### src/rtl/pc_redirect_sequencer.sv
// pc_redirect_sequencer: fetch PC owner and control-flow redirect sequencer (optional perf counters via PC_REDIRECT_PERF_EN)
module pc_redirect_sequencer #(
  parameter int XLEN = 32,
  parameter logic [XLEN-1:0] RESET_PC = '0
) (
  input  logic            clk,
  input  logic            rst,
  input  logic            ex_valid,
  input  logic [1:0]      ex_branch_ctrl,
  input  logic [XLEN-1:0] ex_pc_imm,
  input  logic [XLEN-1:0] ex_jalr_target,
  input  logic            stall_in,
  input  logic            im_ready,
  output logic [XLEN-1:0] pc_out,
  output logic            im_req,
  output logic            flush_if_id,
  output logic            flush_id_ex,
  output logic            redirect_busy,
`ifdef PC_REDIRECT_PERF_EN
  output logic [31:0]     redirect_cnt,
  output logic [31:0]     redir_stall_cnt,
`endif
  output logic            misalign
);
  typedef enum logic {RUN, REDIR} state_t;
  state_t state, state_n;
  logic [XLEN-1:0] tgt, pc_n;
  logic rst_q, accept, advance;
  // next state and next PC; a redirect wins over the sequential step, which is held off until fetch is requested
  always_comb begin
    tgt = ex_branch_ctrl[1] ? ex_pc_imm : (ex_jalr_target & ~XLEN'(1));
    accept = state == RUN && ex_valid && !stall_in && (ex_branch_ctrl == 2'b10 || ex_branch_ctrl == 2'b01);
    advance = im_ready && !stall_in && !rst_q;
    state_n = accept ? REDIR : (state == REDIR && advance) ? RUN : state;
    pc_n = accept ? (tgt & ~XLEN'(3)) : advance ? pc_out + XLEN'(4) : pc_out;
  end
  // state, PC and one-cycle pulse registers
  always_ff @(posedge clk) begin
    if (rst) begin
      state <= RUN;
      pc_out <= RESET_PC;
      rst_q <= 1'b1;
      flush_id_ex <= 1'b0;
      misalign <= 1'b0;
    end else begin
      state <= state_n;
      pc_out <= pc_n;
      rst_q <= 1'b0;
      flush_id_ex <= accept;
      misalign <= accept && tgt[1];
    end
  end
  assign im_req = ~rst_q;
  assign flush_if_id = state == REDIR;
  assign redirect_busy = state == REDIR;
`ifdef PC_REDIRECT_PERF_EN
  // accepted-redirect and REDIR-cycle counters, wrapping naturally
  always_ff @(posedge clk) begin
    if (rst) begin
      redirect_cnt <= '0;
      redir_stall_cnt <= '0;
    end else begin
      redirect_cnt <= redirect_cnt + 32'(accept);
      redir_stall_cnt <= redir_stall_cnt + 32'(state == REDIR);
    end
  end
`endif
endmodule

### config.mk
export PLATFORM = sky130hd
export DESIGN_NAME = pc_redirect_sequencer
export DESIGN_NICKNAME = d
export VERILOG_FILES = /design/src/rtl/pc_redirect_sequencer.sv
export SDC_FILE = /design/constraint.sdc
export NUM_CORES = 1
export LEC_CHECK = 0
export CAP_MARGIN = 20
export CORE_MARGIN = 3
export CORE_UTILIZATION = 40
export CTS_BUF_LIST = sky130_fd_sc_hd__clkbuf_2
export CTS_CLUSTER_DIAMETER = 60
export DETAILED_ROUTE_END_ITERATION = 7
export HOLD_SLACK_MARGIN = 0.1
export PLACE_DENSITY = 0.87
export SYNTH_ARGS = -nofsm -noshare
export SYNTH_HDL_FRONTEND = slang
export SYNTH_SLANG_ARGS = --single-unit
### constraint.sdc
create_clock -name clk -period 2.83 [get_ports clk]
set_input_delay 0.4245 -clock clk [delete_from_list [all_inputs] [get_ports clk]]
set_output_delay 0.4245 -clock clk [all_outputs]
set_load 0.02 [all_outputs]
; ---- After elaboration in Yosys (flattened, before gate mapping)
; Index checks and enable logic that the tools add are counted.
[op_classes]
add_sub_neg = 1
n_eq_ne = 2
n_mux = 6
n_bitwise = 2
reduce_logical = 13
[ops]
columns = operator, count
row1 = 32-bit 2-to-1 mux, 3
row2 = "32-bit by 3-bit adder with 32-bit output, second input constant", 1
row3 = 1-bit logical AND, 7
row4 = 2-bit nonzero test, 2
row5 = 1-bit 2-to-1 mux, 3
row6 = "2-bit by 1-bit == test with 1-bit output, second input constant", 1
row7 = "2-bit == test, second input constant", 1
row8 = 1-bit zero test, 2
row9 = 1-bit inverter, 2
row10 = 2-bit OR reduction, 1
row11 = 1-bit logical OR, 1
[word_totals]
register_bits = 36
out_inout_bits = 37

; ---- Depth between registers and ports, before layout
; Gate-level depths: netlist of run 1.
[logic_depth]
ltp_word = 6
mapped_depth = 6
depth_no_buf = 6

; ---- Worst setup path before layout of run 1
; No wires, ideal clock.
[synth_timing]
path_kind = reg2reg
from = register pc_out[15]
to = register pc_out[31]
setup_time_ps = 91
arrival_time_ps = 1895
t_required_ps = 2739
path_slack_ps = 844
path_stages_with_launch = 6
n_path_buf = 0
period_less_slack_ps = 1986
cell_sequence = dfxtp_1 nand4_2 nor4_4 nand3_2 or3_1 a311oi_1
[synth_via]
elab_chain_len = 3
[synth_lines]
columns = item, line_no
row1 = start: declaration, 14  ; output logic [XLEN-1:0] pc_out,
row2 = start signal: assignment, 47  ; pc_out <= pc_n;
row3 = 32-bit by 3-bit adder with 32-bit output, 35  ; pc_n = accept ? (tgt & ~XLEN'(3)) : advance ? pc_out + XLEN'(4) : pc_out;
row4 = 32-bit 2-to-1 mux (2 in series), 35
; No other way between the ends. The select of a mux whose other input is x is not followed.
; A chain may end at the register's enable or synchronous reset.

; ---- Worst setup path after layout of run 1
[layout_timing]
from = input stall_in
to = register pc_out[19]
[layout_via]
elab_chain_len = 4
elab_cells_between_ends = 7
cone_classes = 1 x mux / 6 x reduce/logical
[layout_lines]
columns = item, line_no
row1 = start: declaration, 12  ; input logic stall_in,
row2 = 1-bit zero test (*), "32, 33"
row3 = 1-bit logical AND (on tied branches) (2 in series), "32, 33"
row4 = 32-bit 2-to-1 mux / 2-bit nonzero test (equally long branches), -
; Mark *: on every way between the ends. The rest lies on a longest branch, timed or not.

==> results of run 1 <==
## how the worst max path moves through the flow
stage	end	slack [ns]	cells past startpoint
3_5_place_dp	pc_out[13]	0.33	5
4_1_cts	pc_out[31]	0.71	5
6_report	pc_out[19]	0.65	6
5_1_grt	pc_out[19]	0.48	6
3_3_place_gp	pc_out[11]	0.41	5
2_1_floorplan	pc_out[31]	0.84	5
## layer usage
metal,up-vias,routed length (µm),GRT usage (%)
met3,10,590,6.537
met2,87,2791,32.62
met1,969,2347,23.75
met4,0,78,7.517
met5,-,0,0
li1,1092,-,-
## per-stage QoR
stage | hold WS [ns] | cell area (µm²) | total power [µW]
floorplan | 0.4522 | 2103 | 694.9
global placement | 0.4947 | 3166 | 865.0
detailed placement | 0.5222 | 3166 | 871.6
CTS | 0.5467 | 3204 | 1093
global route | 0.5799 | 3204 | 1136
finish | 0.5451 | 3204 | 1081
## where the power goes
group | internal, µW | switching (µW)
clock network | 60.7 | 161
registers | 510 | 36.2
logic | 182 | 131
total | 752 | 329
## critical path: cells and delay by family
kind / cells / cell delay, ns
compound gates: 1 / 0.24
xor+xnor: 1 / 0.11
buf+inv: 1 / 0.47
simple gates: 3 / 1.22
## cell families after synthesis
kind of cell / count (synthesis) / share of synthesized area [%]
AO/OA/AOI/OAI: 59 / 20.80
XOR/XNOR: 27 / 11.26
AND/OR/NAND/NOR: 90 / 26.58
flip-flops: 34 / 32.42
other: 1 / 0.1786
adder cells (fa/ha/maj): 1 / 0.5959
multiplexers: 7 / 3.337
buffers and inverters: 24 / 4.827
## cell type report
| type | instances | area share (%) |
|---|---|---|
| Multi-Input combinational cell | 186 | 41.39 |
| Clock inverter | 2 | 0.2733 |
| Timing Repair Buffer | 108 | 33.19 |
| Tap cell | 67 | 2.616 |
| Sequential cell | 34 | 21.24 |
| Clock buffer | 6 | 0.9371 |
| Inverter | 3 | 0.3514 |
## registers in the layout, summed over array words and instances, names as in the netlist
| register | count |
|---|---|
| rst_q | 1 |
| flush_if_id | 1 |
| flush_id_ex | 1 |
| misalign | 1 |
| pc_out | 30 |
## cell usage after synthesis
cell type / count / area [µm²]
conb_1: 1 / 3.750
and3_1: 6 / 37.54
nor3b_2: 1 / 12.51
buf_4: 3 / 22.52
a211oi_1: 52 / 390.4
nor4_2: 1 / 12.51
nand4_2: 2 / 25.02
nor3_1: 3 / 15.01
or3_1: 3 / 18.77
and4_1: 1 / 8.760
nand2_1: 6 / 22.52
nand4_1: 11 / 68.82
and2_0: 2 / 12.51
nor2b_1: 26 / 162.7
and2_1: 3 / 18.77
nor4_1: 1 / 6.260
a21oi_1: 1 / 5.000
nand3_2: 1 / 10.01
o21ai_0: 3 / 15.01
dfxtp_1: 34 / 680.7
mux2i_1: 7 / 70.07
buf_1: 1 / 3.750
xor2_1: 20 / 175.2
ha_1: 1 / 12.51
nand3_1: 10 / 50.05
inv_1: 3 / 11.26
clkbuf_1: 17 / 63.81
nor4_4: 1 / 21.27
nand4bb_1: 1 / 11.26
nand2b_1: 1 / 6.260
xnor2_1: 7 / 61.31
nor2_1: 10 / 37.54
a311oi_1: 3 / 26.28
==> impl_metrics.env, run 1 <==
export IMPL_outcome="finished, final reports clean"
export IMPL_crit_start="stall_in"
export IMPL_grt_util_all_layers_pct=19.76
export IMPL_vias=2158
export IMPL_skew_ns=0.01902
export IMPL_area_growth_synth_to_final_pct=52.62
export IMPL_wl_per_cell_um=14.31
export IMPL_fillers=439
export IMPL_crit_type="in2reg"
export IMPL_final_hold_viol_count=0
export IMPL_setup_ws_ns=0.6533
export IMPL_cp_start_kind="primary input"
export IMPL_cts_setup_buffers=0
export IMPL_grt_pass1_wl_um=9701
export IMPL_initial_core_util_pct=42.75
export IMPL_clkTransAtPathRegs_ns=0.17
export IMPL_yosys_warnings=0
export IMPL_setup_tns_final_ns=0
export IMPL_overflow=0
export IMPL_drv_cap=0
export IMPL_io_buffer_count=103
export IMPL_routed_via_density=5.315
export IMPL_dp_hpwl_um=4408
export IMPL_clock_path_buffers=2
export IMPL_fin_crit_sh_pct=76.91
export IMPL_pre_cts_slack_ns=0.3311
export IMPL_coreArea_um2=4911
export IMPL_fin_util_pct=65.25
export IMPL_hold_path_class="reg2reg"
export IMPL_worst_slew_pin_slew_ns=0.5548
export IMPL_crit_slowest_cell="clkdlybuf4s50_1"
export IMPL_max_freq_mhz=459.4
export IMPL_r2r_start="pc_out[9]"
export IMPL_holdBufCountCts=0
export IMPL_detail_route_antenna_nets=0
export IMPL_layout_drive_gt1_share_pct=5.900
export IMPL_end_kind="register"
export IMPL_worstHoldPathCells=2
export IMPL_cp_max_fo=8
export IMPL_stdcell_count=406
export IMPL_grt_max_degree=57
export IMPL_power_density_nw_per_um2=337.3
export IMPL_ctsResizeCount=0
export IMPL_dieArea_um2=6154
export IMPL_slew_violations=0
export IMPL_r2r_slack_ns=0.72
export IMPL_die_width_um=78.45
export IMPL_ys_types=33
export IMPL_clock_latency_ns=0.38
export IMPL_cts_root_buf="clkbuf_2"
export IMPL_num_antenna_cells=0
export IMPL_syn_area_um2=2100
export IMPL_cts_tree="built"
export IMPL_pin_count=108
export IMPL_drt_initial_drc_count=102
export IMPL_multiInputGateArea_um2=1326
export IMPL_slew_headroom_pct=63.01
export IMPL_crit_arrival_ns=2.46
export IMPL_cpPeakStageDelay_ns=0.47
export IMPL_cts_sinks=34
export IMPL_finalSetupViolations=0
export IMPL_worstReg2RegEnd="pc_out[31]"
export IMPL_rsz0062_at_grt="false"
export IMPL_drt_pass1_iterations=4
export IMPL_gp_congestion=0.7571
export IMPL_fp_dieH_um=78.45
export IMPL_cp_data_required_time_ns=3.12
export IMPL_r2r_cells=5
export IMPL_placementRows=25
export IMPL_drt_total_wl_um=5808
export IMPL_layout_min_cycle_time_ns=2.177
export IMPL_dp_cells=398
export IMPL_regArea_um2=680.7
export IMPL_htreeDepth=2
export IMPL_antenna_found_initial=0
export IMPL_p_leak_uw=0.001086
export IMPL_cts_buffers=5
export IMPL_ir_drop_v=0.0002038
export IMPL_first_global_vias=2033
export IMPL_critical_path_cell_chain="clkdlybuf4s50_1 > nor3b_2 > nand4_1 > nor4_1 > xnor2_1 > a211oi_1"
export IMPL_min_delay_start="flush_if_id"
export IMPL_final_common_cell="clkdlybuf4s50_1"
export IMPL_drc=0
export IMPL_syn_area_per_cell_um2=8.640
export IMPL_layout_common_cells="102 x clkdlybuf4s50_1, 52 x a211oi_1, 34 x dfxtp_1, 26 x nor2b_1, 20 x xor2_1"
export IMPL_synth_seq_cells=34
export IMPL_syn_inst=243
export IMPL_yosysSeqAreaShare_pct=32.42
export IMPL_hold_path_end="flush_if_id"
export IMPL_nets=410
Note: power is estimated with default switching activity, not from simulation.
==> run 2: changes to the inputs <==
- CORE_UTILIZATION: 40 -> 37
- PLACE_DENSITY: 0.87 -> 0.85
- clock period: 2.83 -> 1.9 ns (I/O delays scaled with it)
==> impl_metrics.env, run 2 (same netlist as run 1, synthesis figures left out) <==
export IMPL_layout_common_cells="102 x clkdlybuf4s50_1, 52 x a211oi_1, 27 x dfxtp_1, 26 x nor2b_1"
export IMPL_vias=2202
export IMPL_initial_core_util_pct=39.59
export IMPL_grt_util_all_layers_pct=17.80
export IMPL_htreeDepth=2
export IMPL_cp_data_required_time_ns=2.20
export IMPL_layout_min_cycle_time_ns=1.799
export IMPL_clkTransAtPathRegs_ns=0.17
export IMPL_setup_ws_ns=0.1010
export IMPL_r2r_slack_ns=0.10
export IMPL_crit_type="reg2reg"
export IMPL_drt_total_wl_um=6065
export IMPL_cp_start_kind="register"
export IMPL_fin_crit_sh_pct=94.69
export IMPL_nets=426
export IMPL_slew_headroom_pct=61.58
export IMPL_final_common_cell="clkdlybuf4s50_1"
export IMPL_holdBufCountCts=0
export IMPL_cts_sinks=34
export IMPL_cts_root_buf="clkbuf_2"
export IMPL_clock_latency_ns=0.37
export IMPL_slew_violations=0
export IMPL_detail_route_antenna_nets=0
export IMPL_rsz0062_at_grt="false"
export IMPL_final_hold_viol_count=0
export IMPL_largest_reg_flops=30
export IMPL_layout_drive_gt1_share_pct=12.11
export IMPL_top_register="pc_out"
export IMPL_end_kind="register"
export IMPL_placementRows=26
export IMPL_antenna_found_initial=0
export IMPL_coreArea_um2=5303
export IMPL_gp_congestion=0.7718
export IMPL_p_leak_uw=0.001172
export IMPL_skew_ns=0.007264
export IMPL_dieArea_um2=6615
export IMPL_num_antenna_cells=0
export IMPL_pin_count=108
export IMPL_first_global_vias=2019
export IMPL_area_growth_synth_to_final_pct=59.54
export IMPL_dp_cells=416
export IMPL_power_density_nw_per_um2=490.9
export IMPL_stdcell_count=425
export IMPL_dp_hpwl_um=4676
export IMPL_io_buffer_count=103
export IMPL_grt_pass1_wl_um=9094
export IMPL_max_freq_mhz=555.9
export IMPL_cp_max_fo=7
export IMPL_fin_util_pct=63.17
export IMPL_overflow=0
export IMPL_wl_per_cell_um=14.27
export IMPL_setup_tns_final_ns=0
export IMPL_crit_arrival_ns=2.10
export IMPL_cts_buffers=5
export IMPL_drt_pass1_iterations=4
export IMPL_cts_tree="built"
export IMPL_drv_cap=0
export IMPL_clock_path_buffers=2
export IMPL_grt_max_degree=57
export IMPL_finalSetupViolations=0
export IMPL_drt_initial_drc_count=81
export IMPL_ir_drop_v=0.0003676
export IMPL_fp_dieH_um=81.33
export IMPL_outcome="finished, final reports clean"
export IMPL_hold_path_class="in2reg"
export IMPL_worst_slew_pin_slew_ns=0.5763
export IMPL_die_width_um=81.33
export IMPL_routed_via_density=5.181
export IMPL_drc=0
export IMPL_pre_cts_slack_ns=-0.1907
## run 2: changes by cell type in the layout (fill, tap and decap cells not counted)
| cell | delta |
|---|---|
| dfxtp_1 | -7 |
| dfxtp_2 | +7 |
| buf_4 | +15 |
| buf_12 | +1 |
## run 2: per-stage QoR
step / total power, µW / area, µm² / hold slack [ns]
global placement: 1311 / 3299 / 0.5042
detailed placement: 1321 / 3299 / 0.5168
floorplan: 1036 / 2108 / 0.3127
CTS: 1663 / 3338 / 0.4873
finish: 1644 / 3349 / 0.5088
global route: 1728 / 3349 / 0.5213
## run 2: power by group
| part | leakage [µW] | internal [µW] | total (µW) | switching, µW |
|---|---|---|---|---|
| clock network | 0.0000304 | 90.6 | 337 | 247 |
| logic | 0.000861 | 290 | 498 | 208 |
| registers | 0.000281 | 761 | 809 | 47.6 |
| total | 0.00117 | 1140 | 1640 | 503 |
## run 2: final timing paths
path,end,cells after the start,from
worst max-delay path,pc_out[29],6,pc_out[6]
worst min-delay path,misalign,5,ex_branch_ctrl[1]
worst max register to register,pc_out[29],6,pc_out[6]
worst min register to register,flush_if_id,2,flush_if_id
## run 2: worst max-delay path: stages (launching register included)
cell and delay [ns]:
dfxtp_1 0.47, nand4_2 0.19, nor4_4 0.33, buf_4 0.20
nand4_1 0.13, xor2_1 0.18, a211oi_1 0.24
## run 2: final cells by class
cell class	count	area, µm²
Clock inverter	2	8.758
Clock buffer	6	30.03
Inverter	3	11.26
Multi-Input combinational cell	186	1326
Sequential cell	34	689.4
Tap cell	70	87.58
Fill cell	498	1953
Timing Repair Buffer	124	1196
## run 2: timing repair
| item | 4_1_cts | 5_1_grt |
|---|---|---|
| gates resized for setup | 0 | 3 |
| endpoints found under the setup margin | 0 | 6 |
| buffers inserted | 0 | 1 |
## run 2: routing by layer
| metal | part of all wire, % | track usage (%) | vias to the layer above |
|---|---|---|---|
| met1 | 41 | 21.22 | 991 |
| li1 | - | - | 1117 |
| met3 | 10 | 5.987 | 6 |
| met5 | 0 | 0 | - |
| met4 | 1.1 | 6.419 | 0 |
| met2 | 47 | 29.56 | 88 |
==> run 3: changes to the inputs <==
- CORE_UTILIZATION: 37 -> 30
- GPL_ROUTABILITY_DRIVEN: not set -> 0
- PLACE_DENSITY: 0.85 -> 0.72
==> impl_metrics.env, run 3 (same netlist as run 1, synthesis figures left out) <==
export IMPL_power_density_nw_per_um2=486.5
export IMPL_initial_core_util_pct=31.97
export IMPL_cts_tree="built"
export IMPL_combPwrFrac_pct=30.1
export IMPL_regArea_um2=699.4
export IMPL_nets=425
export IMPL_r2r_cells=7
export IMPL_end_kind="primary output"
export IMPL_place_area_um2=3321
export IMPL_pin_count=108
export IMPL_power_frac_clock_pct=20.5
export IMPL_cts_buffers=5
export IMPL_drt_pass1_iterations=4
export IMPL_vias=2189
export IMPL_fp_dieH_um=89.66
export IMPL_setup_tns_final_ns=0
export IMPL_clkTransAtPathRegs_ns=0.18
export IMPL_crit_type="reg2out"
export IMPL_htreeDepth=2
export IMPL_slew_headroom_pct=61.14
export IMPL_placementRows=29
export IMPL_outcome="finished, final reports clean"
export IMPL_worst_slew_pin_slew_ns=0.5828
export IMPL_grt_pass1_wl_um=9894
export IMPL_clock_path_buffers=2
export IMPL_ir_drop_v=0.0001925
export IMPL_dp_hpwl_um=4883
export IMPL_drv_cap=0
export IMPL_switching_share_pct=30.37
export IMPL_clock_latency_ns=0.38
export IMPL_detail_route_antenna_nets=0
export IMPL_grt_max_degree=57
export IMPL_largest_reg_flops=30
export IMPL_finalSetupViolations=0
export IMPL_layout_drive_gt1_share_pct=13.03
export IMPL_num_antenna_cells=0
export IMPL_cp_data_required_time_ns=1.62
export IMPL_drt_total_wl_um=6384
export IMPL_final_hold_viol_count=0
export IMPL_worstHoldPathCells=5
export IMPL_hold_path_class="in2reg"
export IMPL_p_switching_uw=498.9
export IMPL_cts_root_buf="clkbuf_2"
export IMPL_dieArea_um2=8038
export IMPL_post_route_cell_area_um2=3377
export IMPL_io_buffer_count=103
export IMPL_wl_per_cell_um=14.31
export IMPL_cp_start_kind="register"
export IMPL_die_width_um=89.66
export IMPL_p_leak_uw=0.001169
export IMPL_crit_arrival_ns=1.51
export IMPL_multiInputGateArea_um2=1326
export IMPL_coreArea_um2=6568
export IMPL_layout_common_cells="102 x clkdlybuf4s50_1, 52 x a211oi_1, 26 x nor2b_1, 23 x dfxtp_1, 20 x xor2_1"
export IMPL_routed_via_density=4.908
export IMPL_fillers=632
export IMPL_cts_sinks=34
export IMPL_final_common_cell="clkdlybuf4s50_1"
export IMPL_area_growth_synth_to_final_pct=60.85
export IMPL_seqPwrFrac_pct=49.4
export IMPL_layout_min_cycle_time_ns=1.795
export IMPL_grt_util_all_layers_pct=15.81
export IMPL_drt_initial_drc_count=75
export IMPL_antenna_found_initial=0
export IMPL_first_global_vias=2111
export IMPL_skew_ns=0.02108
export IMPL_slew_violations=0
export IMPL_overflow=0
export IMPL_cp_max_fo=5
export IMPL_top_register="pc_out"
export IMPL_drc=0
export IMPL_internal_power_uw=1144
export IMPL_max_freq_mhz=557.0
export IMPL_fin_crit_sh_pct=94.49
[run 3: layout make-up]
cell class              instances  share of cell area (%)
flip-flops and latches         34                   20.71
multi-input cells             186                   39.27
clock buffers                   7                   1.037
inverters                       3                  0.3335
repair buffers                123                   35.20
well taps                      93                   3.446
[run 3: stage by stage]
step / setup WS (ns) / hold WS [ns] / util (%) / instances / power (µW)
6_report: 0.1048 / 0.4892 / 51.42 / 446 / 1643
4_1_cts: 0.05433 / 0.4738 / 51.10 / 445 / 1662
3_5_place_dp: -0.2161 / 0.5035 / 50.56 / 438 / 1324
2_1_floorplan: -0.04466 / 0.3127 / - / 244 / 1036
3_3_place_gp: -0.1284 / 0.4978 / 50.56 / 438 / 1315
5_1_grt: -0.005696 / 0.4975 / 51.42 / 446 / 1732
[run 3: worst paths after layout]
kind / from / endpoint / slack (ns)
max: pc_out[18] / pc_out[18] / 0.10
min: ex_branch_ctrl[1] / flush_id_ex / 0.49
max reg2reg: pc_out[9] / pc_out[26] / 0.14
min reg2reg: flush_if_id / flush_if_id / 0.53
[run 3: power by group through the flow]
stage / sequential (µW) / clock (µW) / combinational, µW
after floorplan: 874 / 0 / 162
after global placement: 824 / 0 / 492
after detailed placement: 826 / 0 / 498
after CTS: 811 / 351 / 500
after global routing: 820 / 379 / 533
final: 812 / 336 / 495
[run 3: what timing repair did]
action | in CTS | in global routing
hold buffers | 0 | 0
gates resized for setup | 0 | 9
buffers inserted | 0 | 1
setup endpoints to repair | 0 | 8
[run 3: critical path: stages (launching register included)]
cell,delay (ns)
dfxtp_1,0.37
buf_4,0.14
clkdlybuf4s50_1,0.62
[run 3: layer usage]
layer	GRT usage, %	share of wire (%)
met1	20.21	44
met2	26.73	47
met3	3.741	8.3
met4	4.060	0.86
met5	0	0
